### src/rtl/dp_ram_arb_if.sv
// Requester, clear-control and RAM-side signals of the dual-port RAM arbiter.
// slave modport is the arbiter's view; master is the requesters/RAM side.
interface dp_ram_arb_if #(
  parameter int ADDR_SIZE = 4,
  parameter int DATA_SIZE = 32
);
  logic                 clr_start;
  logic                 busy;

  logic                 a_req;
  logic                 a_we;
  logic [ADDR_SIZE-1:0] a_addr;
  logic [DATA_SIZE-1:0] a_wdata;
  logic                 a_gnt;
  logic                 a_rvalid;
  logic [DATA_SIZE-1:0] a_rdata;

  logic                 b_req;
  logic                 b_we;
  logic [ADDR_SIZE-1:0] b_addr;
  logic [DATA_SIZE-1:0] b_wdata;
  logic                 b_gnt;
  logic                 b_rvalid;
  logic [DATA_SIZE-1:0] b_rdata;

  logic                 ram_wr;
  logic [ADDR_SIZE-1:0] ram_wr_addr;
  logic [DATA_SIZE-1:0] ram_data_in;
  logic                 ram_rd;
  logic [ADDR_SIZE-1:0] ram_rd_addr;
  logic [DATA_SIZE-1:0] ram_data_out;

  modport slave (
    input  clr_start,
    output busy,
    input  a_req, a_we, a_addr, a_wdata,
    output a_gnt, a_rvalid, a_rdata,
    input  b_req, b_we, b_addr, b_wdata,
    output b_gnt, b_rvalid, b_rdata,
    output ram_wr, ram_wr_addr, ram_data_in, ram_rd, ram_rd_addr,
    input  ram_data_out
  );

  modport master (
    output clr_start,
    input  busy,
    output a_req, a_we, a_addr, a_wdata,
    input  a_gnt, a_rvalid, a_rdata,
    output b_req, b_we, b_addr, b_wdata,
    input  b_gnt, b_rvalid, b_rdata,
    input  ram_wr, ram_wr_addr, ram_data_in, ram_rd, ram_rd_addr,
    output ram_data_out
  );
endinterface

### src/rtl/dp_ram_arb.sv
// Two-requester round-robin arbiter in front of a dual-port RAM.
// Write and read ports are arbitrated independently; reads are tagged with
// their owner so returned data is steered back. A clear sweep zero-fills RAM.
module dp_ram_arb #(
  parameter int ADDR_SIZE = 4,
  parameter int DATA_SIZE = 32,
  parameter int DEPTH     = 2**ADDR_SIZE
) (
  input  logic        clk,
  input  logic        rst,
  dp_ram_arb_if.slave bus
);
  localparam int NREQ      = 2;
  localparam int RD_STAGES = 2;  // grant -> RAM cmd -> RAM data
  localparam logic [ADDR_SIZE-1:0] CLR_LAST = ADDR_SIZE'(DEPTH-1);

  typedef enum logic {IDLE, CLEAR} state_t;

  state_t               state, state_nxt;
  logic [ADDR_SIZE-1:0] clr_cnt, clr_cnt_nxt;

  // Requester index 0 = A, 1 = B.
  logic [NREQ-1:0]                req, we, wr_cand, rd_cand, wr_gnt, rd_gnt, rvalid;
  logic [NREQ-1:0][ADDR_SIZE-1:0] addr;
  logic [NREQ-1:0][DATA_SIZE-1:0] wdata, rdata;

  logic arb_en, wr_any, rd_any, wr_sel, rd_sel;
  logic wr_ptr, rd_ptr;  // 0 favours A on contention

  logic                 ram_wr, ram_rd;
  logic [ADDR_SIZE-1:0] ram_wr_addr, ram_rd_addr;
  logic [DATA_SIZE-1:0] ram_data_in;

  logic [RD_STAGES:1] rd_vld_pipe;
  logic [RD_STAGES:1] rd_own_pipe;

  assign req   = {bus.b_req,   bus.a_req};
  assign we    = {bus.b_we,    bus.a_we};
  assign addr  = {bus.b_addr,  bus.a_addr};
  assign wdata = {bus.b_wdata, bus.a_wdata};

  // Single candidate wins outright; on contention the pointer decides.
  function automatic logic [1:0] rr_pick(input logic [1:0] cand, input logic ptr);
    if (cand == 2'b11) return ptr ? 2'b10 : 2'b01;
    return cand;
  endfunction

  // Grants are only issued in IDLE and never on the clr_start cycle; rst
  // gating keeps every output low while reset is held.
  assign arb_en  = (state == IDLE) && !bus.clr_start && !rst;
  assign wr_cand = req & we;
  assign rd_cand = req & ~we;
  assign wr_gnt  = arb_en ? rr_pick(wr_cand, wr_ptr) : '0;
  assign rd_gnt  = arb_en ? rr_pick(rd_cand, rd_ptr) : '0;
  assign wr_any  = |wr_gnt;
  assign rd_any  = |rd_gnt;
  assign wr_sel  = wr_gnt[1];
  assign rd_sel  = rd_gnt[1];

  assign bus.a_gnt = wr_gnt[0] | rd_gnt[0];
  assign bus.b_gnt = wr_gnt[1] | rd_gnt[1];
  assign bus.busy  = (state == CLEAR);

  // Clear sweep state register.
  always_ff @(posedge clk or posedge rst) begin
    if (rst) begin
      state   <= IDLE;
      clr_cnt <= '0;
    end else begin
      state   <= state_nxt;
      clr_cnt <= clr_cnt_nxt;
    end
  end

  // Clear sweep next state: one word per cycle, stop at the last word.
  always_comb begin
    state_nxt   = state;
    clr_cnt_nxt = clr_cnt;
    case (state)
      IDLE: begin
        if (bus.clr_start) begin
          state_nxt   = CLEAR;
          clr_cnt_nxt = '0;
        end
      end
      CLEAR: begin
        if (clr_cnt == CLR_LAST) state_nxt   = IDLE;
        else                     clr_cnt_nxt = clr_cnt + 1'b1;
      end
      default: state_nxt = IDLE;
    endcase
  end

  // Round-robin pointers move only when both sides contended.
  always_ff @(posedge clk or posedge rst) begin
    if (rst) begin
      wr_ptr <= 1'b0;
      rd_ptr <= 1'b0;
    end else begin
      if (arb_en && wr_cand == 2'b11) wr_ptr <= ~wr_ptr;
      if (arb_en && rd_cand == 2'b11) rd_ptr <= ~rd_ptr;
    end
  end

  // Registered RAM command: sweep writes in CLEAR, winners' commands in IDLE.
  always_ff @(posedge clk or posedge rst) begin
    if (rst) begin
      ram_wr      <= 1'b0;
      ram_wr_addr <= '0;
      ram_data_in <= '0;
      ram_rd      <= 1'b0;
      ram_rd_addr <= '0;
    end else if (state == CLEAR) begin
      ram_wr      <= 1'b1;
      ram_wr_addr <= clr_cnt;
      ram_data_in <= '0;
      ram_rd      <= 1'b0;
    end else begin
      ram_wr <= wr_any;
      ram_rd <= rd_any;
      if (wr_any) begin
        ram_wr_addr <= addr[wr_sel];
        ram_data_in <= wdata[wr_sel];
      end
      if (rd_any) ram_rd_addr <= addr[rd_sel];
    end
  end

  assign bus.ram_wr      = ram_wr;
  assign bus.ram_wr_addr = ram_wr_addr;
  assign bus.ram_data_in = ram_data_in;
  assign bus.ram_rd      = ram_rd;
  assign bus.ram_rd_addr = ram_rd_addr;

  // Read tag pipe: valid + owner follow each read until its RAM data returns.
  // It keeps running through CLEAR so in-flight reads still complete.
  always_ff @(posedge clk or posedge rst) begin
    if (rst) begin
      rd_vld_pipe <= '0;
      rd_own_pipe <= '0;
    end else begin
      rd_vld_pipe <= {rd_vld_pipe[RD_STAGES-1:1], rd_any};
      rd_own_pipe <= {rd_own_pipe[RD_STAGES-1:1], rd_sel};
    end
  end

  for (genvar i = 0; i < NREQ; i++) begin : g_ret
    assign rvalid[i] = rd_vld_pipe[RD_STAGES] && (rd_own_pipe[RD_STAGES] == 1'(i));
    assign rdata[i]  = rvalid[i] ? bus.ram_data_out : '0;
  end

  assign bus.a_rvalid = rvalid[0];
  assign bus.b_rvalid = rvalid[1];
  assign bus.a_rdata  = rdata[0];
  assign bus.b_rdata  = rdata[1];
endmodule
### src/flat_wrapper.sv
// flat-port wrapper written by rule: the top's interface ports become plain ports
module dp_ram_arb_flat 
#(
  parameter int ADDR_SIZE = 4,
  parameter int DATA_SIZE = 32,
  parameter int DEPTH     = 2**ADDR_SIZE
)
  (clk, rst, bus_clr_start, bus_busy, bus_a_req, bus_a_we, bus_a_addr, bus_a_wdata, bus_a_gnt, bus_a_rvalid, bus_a_rdata, bus_b_req, bus_b_we, bus_b_addr, bus_b_wdata, bus_b_gnt, bus_b_rvalid, bus_b_rdata, bus_ram_wr, bus_ram_wr_addr, bus_ram_data_in, bus_ram_rd, bus_ram_rd_addr, bus_ram_data_out);
  dp_ram_arb_if #(.ADDR_SIZE(ADDR_SIZE), .DATA_SIZE(DATA_SIZE)) bus_i ();
  input  logic clk;
  input  logic rst;
  input wire logic [$bits(bus_i.clr_start)-1:0] bus_clr_start;
  output wire logic [$bits(bus_i.busy)-1:0] bus_busy;
  input wire logic [$bits(bus_i.a_req)-1:0] bus_a_req;
  input wire logic [$bits(bus_i.a_we)-1:0] bus_a_we;
  input wire logic [$bits(bus_i.a_addr)-1:0] bus_a_addr;
  input wire logic [$bits(bus_i.a_wdata)-1:0] bus_a_wdata;
  output wire logic [$bits(bus_i.a_gnt)-1:0] bus_a_gnt;
  output wire logic [$bits(bus_i.a_rvalid)-1:0] bus_a_rvalid;
  output wire logic [$bits(bus_i.a_rdata)-1:0] bus_a_rdata;
  input wire logic [$bits(bus_i.b_req)-1:0] bus_b_req;
  input wire logic [$bits(bus_i.b_we)-1:0] bus_b_we;
  input wire logic [$bits(bus_i.b_addr)-1:0] bus_b_addr;
  input wire logic [$bits(bus_i.b_wdata)-1:0] bus_b_wdata;
  output wire logic [$bits(bus_i.b_gnt)-1:0] bus_b_gnt;
  output wire logic [$bits(bus_i.b_rvalid)-1:0] bus_b_rvalid;
  output wire logic [$bits(bus_i.b_rdata)-1:0] bus_b_rdata;
  output wire logic [$bits(bus_i.ram_wr)-1:0] bus_ram_wr;
  output wire logic [$bits(bus_i.ram_wr_addr)-1:0] bus_ram_wr_addr;
  output wire logic [$bits(bus_i.ram_data_in)-1:0] bus_ram_data_in;
  output wire logic [$bits(bus_i.ram_rd)-1:0] bus_ram_rd;
  output wire logic [$bits(bus_i.ram_rd_addr)-1:0] bus_ram_rd_addr;
  input wire logic [$bits(bus_i.ram_data_out)-1:0] bus_ram_data_out;
  assign bus_i.clr_start = bus_clr_start;
  assign bus_busy = bus_i.busy;
  assign bus_i.a_req = bus_a_req;
  assign bus_i.a_we = bus_a_we;
  assign bus_i.a_addr = bus_a_addr;
  assign bus_i.a_wdata = bus_a_wdata;
  assign bus_a_gnt = bus_i.a_gnt;
  assign bus_a_rvalid = bus_i.a_rvalid;
  assign bus_a_rdata = bus_i.a_rdata;
  assign bus_i.b_req = bus_b_req;
  assign bus_i.b_we = bus_b_we;
  assign bus_i.b_addr = bus_b_addr;
  assign bus_i.b_wdata = bus_b_wdata;
  assign bus_b_gnt = bus_i.b_gnt;
  assign bus_b_rvalid = bus_i.b_rvalid;
  assign bus_b_rdata = bus_i.b_rdata;
  assign bus_ram_wr = bus_i.ram_wr;
  assign bus_ram_wr_addr = bus_i.ram_wr_addr;
  assign bus_ram_data_in = bus_i.ram_data_in;
  assign bus_ram_rd = bus_i.ram_rd;
  assign bus_ram_rd_addr = bus_i.ram_rd_addr;
  assign bus_i.ram_data_out = bus_ram_data_out;
  dp_ram_arb #(.ADDR_SIZE(ADDR_SIZE), .DATA_SIZE(DATA_SIZE), .DEPTH(DEPTH)) u_core (.clk(clk), .rst(rst), .bus(bus_i));
endmodule
### config.mk
export PLATFORM = sky130hd
export DESIGN_NAME = dp_ram_arb_flat
export DESIGN_NICKNAME = d
export VERILOG_FILES = /design/src/rtl/dp_ram_arb_if.sv /design/src/rtl/dp_ram_arb.sv /design/src/flat_wrapper.sv
export SDC_FILE = /design/constraint.sdc
export NUM_CORES = 1
export LEC_CHECK = 0
export CAP_MARGIN = 20
export CELL_PAD_IN_SITES_DETAIL_PLACEMENT = 1
export CELL_PAD_IN_SITES_GLOBAL_PLACEMENT = 2
export CORE_MARGIN = 2
export CORE_UTILIZATION = 18
export DETAILED_ROUTE_END_ITERATION = 6
export GPL_TIMING_DRIVEN = 1
export PLACE_DENSITY = 0.79
export SYNTH_ARGS = -nofsm -noshare
export SYNTH_HDL_FRONTEND = slang
export SYNTH_SLANG_ARGS = --single-unit
### constraint.sdc
create_clock -name clk -period 2.1 [get_ports clk]
set_input_delay 0.525 -clock clk [delete_from_list [all_inputs] [get_ports clk]]
set_output_delay 0.525 -clock clk [all_outputs]
set_load 0.02 [all_outputs]
==> run metrics <==
worst hold slack=roughly 350 ps; worst skew pair latency=290 ps; Layout Nets=~660; hold_buf cts=0; Inst Count DP=751; Synth top area share=0.446; Reg clk slew, reported paths=70 ps; CP arrival=1530 ps; DRT Pass-1 Iters=4; Critical Path RT=1570 ps; Max clock buf depth=2; PnR worst setup slack=between 40 and 50 ps; post-route clock period utilization=0.979; Syn Std Cell Area=2970 µm²; die area=17600 µm²; peak supply drop=0.000253 V; number of synthesized flops with an enable pin=0; largest net degree at the start of global routing=47; DRT met1 WL=just under 5000 µm; status=finished clean; Die Ht=between 100 and 150 µm; H-tree depth=2; number of remaining DRC errors=0; post-route ant nets=0; fraction of registers with async set/reset=1.00; GRT Total Usage=0.138; grt ovf=0; Lkg Pwr=~2.8 nW; routed wire length on met3=1130 µm; Detailed Place HPWL=10100 µm; met2 WL=6140 µm; post-synth top area cell=dfrtp_1; P&R area growth vs syn=91.4%; fmax=~490 MHz; # port buffers=221; ANT cells=0; Worst Tran Pin Value=441 ps; die width=133 µm; Reg-to-Reg Start=u_core.bus.busy$_DFF_PP0_; top_reg_cell synth=dfrtp_1; initial DRC count=between 70 and 80; final hold viol count=0; count leader, synth=dfrtp_1; Setup violations, final=0; fin cells=762; Routed WL=between 10000 and 15000 µm; Starting Density=0.186; setup slack after placement=-805 ps; sequential area share after synthesis=0.446; first-pass GRT wire length=19500 µm; CP endpoint kind=primary output; Hold Path Class=flip-flop to flip-flop; #FFs+latches synth=53; critical-path maximum fanout=2; num ports=222; clk root buf=clkbuf_16; synth cell count leaders=dfrtp_1, mux2i_1, nand3_1, and2_1, and3_1; Vias/cell=between 4 and 5; core area=16000 µm²; Pwr per Cell Area=a little over 600 nW/µm²; Hold Path Origin=u_core.rd_own_pipe[1]$_DFF_PP0_; Vias=around 3300; WL per Instance=about 16 µm; initial antenna violation count=0; Ys Warns=0; RSZ-0062 raised after global routing=yes; Max Slew Vio Count=0; CTS tree=yes; kind of critical path=input port to primary output; number of global-route vias before repair=approximately 3500; final core occ=0.356; post-route minimum period=2060 ps; worst rel slew slack=0.706; share of layout cells above drive strength 1=0.119; GPL Wtd Cong=0.819; syn_area_per_cell=9.47 µm²; Mapped Nets=between 400 and 500; CP Launch Point=rst; ranking of synthesized cells by area=dfrtp_1, mux2i_1, and2_1; final setup skew=~5.7 ps; Setup crit start kind=input port; CTS Buf Count=5; Clock Sinks=53; Netlist cell types=37; post-synthesis cell count=314; row cnt=46; highest metal used=met4; maxcap violations=0
[report_power, final]
| group | switching, W | internal [W] |
|---|---|---|
| Sequential | 0.000144 | 0.00119 |
| Combinational | 0.000699 | 0.000697 |
| Clock | 0.000375 | 0.000439 |
| Total | 0.00122 | 0.00233 |
[sequential cells by signal, indices dropped and copies added, names as in the netlist, 2 cells and up]
signal	flops
u_core.clr_cnt	4
u_core.rd_own_pipe	2
u_core.bus.ram_data_in	32
u_core.bus.ram_rd_addr	4
u_core.rd_vld_pipe	2
u_core.bus.ram_wr_addr	4
[path summary, 6_finish.rpt]
check / end / slack [ps] / depth (start not counted)
min: u_core.rd_own_pipe[2]$_DFF_PP0_ / 350 / 0
max reg2reg: u_core.bus.ram_rd_addr[2]$_DFFE_PP0P_ / 120 / 8
max in group asynchronous: u_core.bus.ram_data_in[4]$_DFFE_PP0P_ / 1340 / 4
min reg2reg: u_core.rd_own_pipe[2]$_DFF_PP0_ / 350 / 0
min in group asynchronous: u_core.clr_cnt[3]$_DFFE_PP0P_ / 540 / 4
max: bus_b_gnt / 40 / 5
[layout make-up]
| cell class | instances | area [µm²] |
|---|---|---|
| sequential | 53 | 1330 |
| timing repair buffer | 251 | 2380 |
| inverter | 3 | 11.3 |
| clock inverter | 1 | 8.76 |
| multi-input combinational | 232 | 1560 |
| tap | 216 | 270 |
| clock buffer | 6 | 129 |
| fill | 1881 | 10300 |
[logic make-up after synthesis]
group,Yosys count,synth area share
xor+xnor,4,0.0118
compound gates,59,0.116
mux,38,0.128
fa+ha+maj,1,0.00421
simple gates,130,0.248
flops,53,0.446
buf+inv,29,0.0454
[timing repair]
item | in CTS | in global routing
resized for setup | 106 | 33
setup buffers | 4 | 0
pin swaps | 2 | 1
endpoints found under the setup margin | 68 | 37
[critical path, cell delays in order]
cell           delay (ps)
dlygate4sd2_1         240
or3_4                 400
nor3_4                130
a21o_1                120
buf_6                 110
[layer usage]
layer  track usage  up-vias
met5             0        -
met4        0.0323        0
met3        0.0471        9
met2         0.250      175
met1         0.157     1555
li1              -     1578
[cell usage in the layout (no fill, tap or decap), types with 8 or more instances in the layout]
master and n:
a21oi_1 8, and2_1 33, and3_1 33, buf_4 23, clkbuf_2 13, clkdlybuf4s15_1 18, clkdlybuf4s50_1 147, dfrtp_1 53
dlygate4sd2_1 41, mux2i_1 37, nand2_1 9, nand3_1 34, o21ai_0 31
[through the flow]
| step | instance area [µm²] | setup TNS [ps] | total power (W) |
|---|---|---|---|
| after floorplan | 2970 | 0 | 0.00200 |
| after global placement | 5590 | -19180 | 0.00273 |
| after detailed placement | 5590 | -21930 | 0.00278 |
| after CTS | 5730 | -11.9 | 0.00363 |
| after global routing | 5690 | -288 | 0.00378 |
| final | 5690 | 0 | 0.00355 |
Note: power is estimated with default switching activity, not from simulation.
==> RTL edit 1: new RTL, same flow settings <==
Make the reset (`rst`) synchronous in 4 clocked blocks.
--- a/src/rtl/dp_ram_arb.sv
+++ b/src/rtl/dp_ram_arb.sv
@@ -64,3 +64,3 @@
   // Clear sweep state register.
-  always_ff @(posedge clk or posedge rst) begin
+  always_ff @(posedge clk) begin
     if (rst) begin
@@ -94,3 +94,3 @@
   // Round-robin pointers move only when both sides contended.
-  always_ff @(posedge clk or posedge rst) begin
+  always_ff @(posedge clk) begin
     if (rst) begin
@@ -105,3 +105,3 @@
   // Registered RAM command: sweep writes in CLEAR, winners' commands in IDLE.
-  always_ff @(posedge clk or posedge rst) begin
+  always_ff @(posedge clk) begin
     if (rst) begin
@@ -136,3 +136,3 @@
   // It keeps running through CLEAR so in-flight reads still complete.
-  always_ff @(posedge clk or posedge rst) begin
+  always_ff @(posedge clk) begin
     if (rst) begin
Formal check against the unedited RTL: differs if rst is asserted again (counterexample within 4 cycles, from zero or initial values and one cycle with rst high); with rst held inactive, the same outputs for 10 cycles.
==> RTL edit 1 against the unedited design <==
  * Sequential cell count unchanged
  * Synthesized area is 6.7% lower
  * Design area is 4.2% lower
  * Worst setup slack got worse by 0.037 ns
  * Wire length decreased by 1.4%
  * Via count rose by 3.5%
Power is not compared: it rests on default switching activity, and its combinational part moved more than twofold at a synthesized area within 25%.
==> RTL edit 1: results <==
outcome:
  status: "complete, no violations"
cells_and_area:
  instances_no_fill: 768
  final_nets: 692
  drive_gt1_share_pct: 9.48
min_path:
  hold_depth: 1
  holdPathEnd: "u_core.rd_vld_pipe[2]$_SDFF_PP0_"
  hp-start: "u_core.rd_vld_pipe[1]$_SDFF_PP0_"
critical_path:
  rr_startpoint: "u_core.bus.busy$_SDFF_PP0_"
  arrival_ns: 1.57
  r2r_cells: 7
  critical_path.startpoint: "bus_clr_start"
  timing.rr.end: "u_core.bus.ram_data_in[9]$_SDFFE_PP0P_"
route:
  vias: 3432
  wl_met1_um: 4870
  route.met3.wl_um: 1040
  route.met2.wl_um: 6200
  drt_iter0_drc: 52
  drtPass1Iterations: 2
  wl_um: 12200
logic_synthesis:
  synth_top_cells_by_count: "nor3_1 (55), dfxtp_1 (53), o21ai_0 (37)"
  ys.flop_type: "dfxtp_1"
  synth_fa_ha_area_share_pct: 0.451
  syn-num-nets: 468
  syn_inst: 356
  synthArstFlopShare_pct: 0
  ys_seq_area_share_pct: 38.2
  synth.area.top_cells: "dfxtp_1 (38%), nor3_1 (9.9%), and2_1 (7.4%)"
place:
  post-dp-hpwl_um: 9430
  gp_congestion: 0.834
  placed_cell_area_mm2: 0.00532
  dp_slack_ns: -0.937
  dpl.cell_count: 760
global_route:
  grt_pass1_vias: 3659
  grt_pass1_wl_um: 19100
  grtUsageMet1_pct: 15.8
  use_met3_pct: 4.22
  track_usage_pct: 14.6
sta:
  fin_skew_ns: 0.00279
  finalWorstSetupSlack_ns: 0.00776
  hold_ws_ns: 0.450
[RTL edit 1: changes by cell type in the layout (fill, tap and decap cells not counted), moves of 8 or more]
cell and change:
nor2_1 +29, nand2_1 +8, mux2i_1 -28, nor3_1 +51, nand3_1 -32, clkdlybuf4s15_1 -9, clkbuf_2 -13, dfrtp_1 -53
dfxtp_1 +52, dlygate4sd2_1 +17
[RTL edit 1: critical path, delay by kind of cell]
kind	cells	cell delay [ns]
buf+inv	2	0.20
simple gates	3	0.85
[RTL edit 1: final cells by class]
cell class	count	area, um2
well taps	188	235
inverters	4	15.0
clock buffers	5	125
flip-flops and latches	53	1060
multi-input cells	268	1580
fillers	1825	9690
clock inverters	2	35.0
repair buffers	248	2400
[RTL edit 1: repair_timing]
action	CTS	global route
setup endpoints to repair	98	34
buffers inserted	0	1
pin swaps	4	3
resized for setup	95	14
endpoints found under the hold margin	0	0
gates cloned	0	0
==> RTL edit 2: new RTL, same settings <==
Made on the original files. `ADDR_SIZE` is set to 4 in 3 places; all go to 5.
--- a/src/rtl/dp_ram_arb_if.sv
+++ b/src/rtl/dp_ram_arb_if.sv
@@ -3,3 +3,3 @@
 interface dp_ram_arb_if #(
-  parameter int ADDR_SIZE = 4,
+  parameter int ADDR_SIZE = 5,
   parameter int DATA_SIZE = 32
--- a/src/rtl/dp_ram_arb.sv
+++ b/src/rtl/dp_ram_arb.sv
@@ -4,3 +4,3 @@
 module dp_ram_arb #(
-  parameter int ADDR_SIZE = 4,
+  parameter int ADDR_SIZE = 5,
   parameter int DATA_SIZE = 32,
--- a/src/flat_wrapper.sv
+++ b/src/flat_wrapper.sv
@@ -3,3 +3,3 @@
 #(
-  parameter int ADDR_SIZE = 4,
+  parameter int ADDR_SIZE = 5,
   parameter int DATA_SIZE = 32,
Ports: changed (resized bus_a_addr, bus_b_addr, bus_ram_rd_addr and bus_ram_wr_addr); port bits go from 222 to 226. No check against the original RTL was run, so the function may have changed too.
==> RTL edit 2 against the unedited design <==
  * The run now ends with negative setup slack left
  * Die area rose by 6.7%
  * Design area up 4.5%
  * Total power increased by 2.7%
  * Clock power is 21% higher
  * Synthesized area rose by 6.9%
  * Wire length grew 0.21%
  * Sequential cell count up 3
  * First-iteration DRC count down 8.3%
  * Sequential share of layout area up 0.26 points
  * Register-to-register slack better by 0.15 ns
  * Worst setup slack lost 0.25 ns
  * Via count is 1.4% higher
  * Largest cell class unchanged
  * Largest power group is now registers
  * Highest routed layer is now met5
==> RTL edit 2: results <==
logic_synthesis:
  synth.distinct_cells: 33
  synthXorXnorAreaFrac_pct: 1.38
  synth_mux_area_share_pct: 12.4
  syn-num-nets: 443
  avgSynthCellArea_um2: 9.70
  ys_seq_area_share_pct: 44.1
  synth_top_cells_by_count: "dfrtp_1 (56), mux2i_1 (37), o21ai_0 (34)"
  synth.area.top_cells: "dfrtp_1 (44%), mux2i_1 (12%), nand3b_1 (7.6%)"
  synth_compound_area_share_pct: 10.2
global_route:
  grt_pass1_vias: 3601
  grt_max_degree: 65
  track_usage_pct: 12.7
  antenna_found_initial: 3
  grtUsageMet1_pct: 13.1
  grt_pass1_wl_um: 18700
  use_met2_pct: 24.1
  use_met3_pct: 4.67
power:
  p_leak_nw: 2.95
sta:
  finalWorstSetupSlack_ns: -0.201
  setup_tns_ns: -0.201
  maxSlewHeadroom_pct: 50.5
  setup_violations: 1
  fin_skew_ns: 0.00688
  hold_ws_ns: 0.353
cts:
  cts_buffers: 5
cells_and_area:
  instances_no_fill: 785
route:
  drt_iter0_drc: 66
  drt-vias-per-instance: 4.28
critical_path:
  arrival_ns: 1.78
  ff2ff_setup_slack_ns: 0.27
outcome:
  status: "finished with violations"
  violations: "negative setup slack"
place:
  numPortBuffers: 225
  post-dp-hpwl_um: 9780
  dpl.cell_count: 773
  placed_cell_area_mm2: 0.00583
-- RTL edit 2: changes by cell type after synthesis, sizes merged, moves of 4 or more --
cell	change
a21oi	-6
a22o	+5
a31oi	+5
clkbuf	+5
nand2	+12
nand3	-31
nand3b	+32
nor3	-5
o221ai	+4
-- RTL edit 2: cell type report --
cell class / count / area, um2
clock inverter: 3 / 46.3
tap: 225 / 282
multi-input combinational: 242 / 1680
fill: 1947 / 11300
clock buffer: 5 / 125
sequential: 56 / 1400
inverter: 2 / 16.3
timing repair buffer: 250 / 2390
antenna: 2 / 5.00
-- RTL edit 2: path summary, 6_finish.rpt --
path,from,endpoint,cells past startpoint
min in group asynchronous,rst,u_core.bus.busy$_DFF_PP0_,3
worst max-delay path,bus_clr_start,bus_b_gnt,5
worst min-delay path,u_core.rd_own_pipe[1]$_DFF_PP0_,u_core.rd_own_pipe[2]$_DFF_PP0_,0
worst max register to register,u_core.bus.busy$_DFF_PP0_,u_core.bus.ram_data_in[2]$_DFFE_PP0P_,7
worst min register to register,u_core.rd_own_pipe[1]$_DFF_PP0_,u_core.rd_own_pipe[2]$_DFF_PP0_,0
max in group asynchronous,rst,u_core.bus.ram_data_in[2]$_DFFE_PP0P_,3
-- RTL edit 2: critical path: stages --
cell and delay (ns):
dlygate4sd2_1 0.26, or3_4 0.39, or3_4 0.38, o21ai_2 0.07
buf_6 0.14
-- RTL edit 2: repair_timing --
item	in CTS	in global routing
pin swaps	2	1
buffers inserted	3	0
hold endpoints to repair	0	0
resized for setup	84	45
endpoints found under the setup margin	68	36
-- RTL edit 2: kinds of logic after synthesis --
| family | count (synthesis) |
|---|---|
| adder cells (fa/ha/maj) | 2 |
| buffers and inverters | 30 |
| AO/OA/AOI/OAI | 55 |
| AND/OR/NAND/NOR | 141 |
| flip-flops | 56 |
| XOR/XNOR | 5 |
| multiplexers | 39 |
-- RTL edit 2: power breakdown --
group	internal [mW]	switching (mW)
clock	0.568	0.416
combinational	0.722	0.554
sequential	1.25	0.136
-- RTL edit 2: layer usage --
metal  part of all wire (%)  up-vias  wire [um]
li1                       -     1610          -
met1                     37     1591       4550
met2                     51      148       6390
met3                     11       11       1320
met4                    1.2        2        148
met5                   0.10        -         13
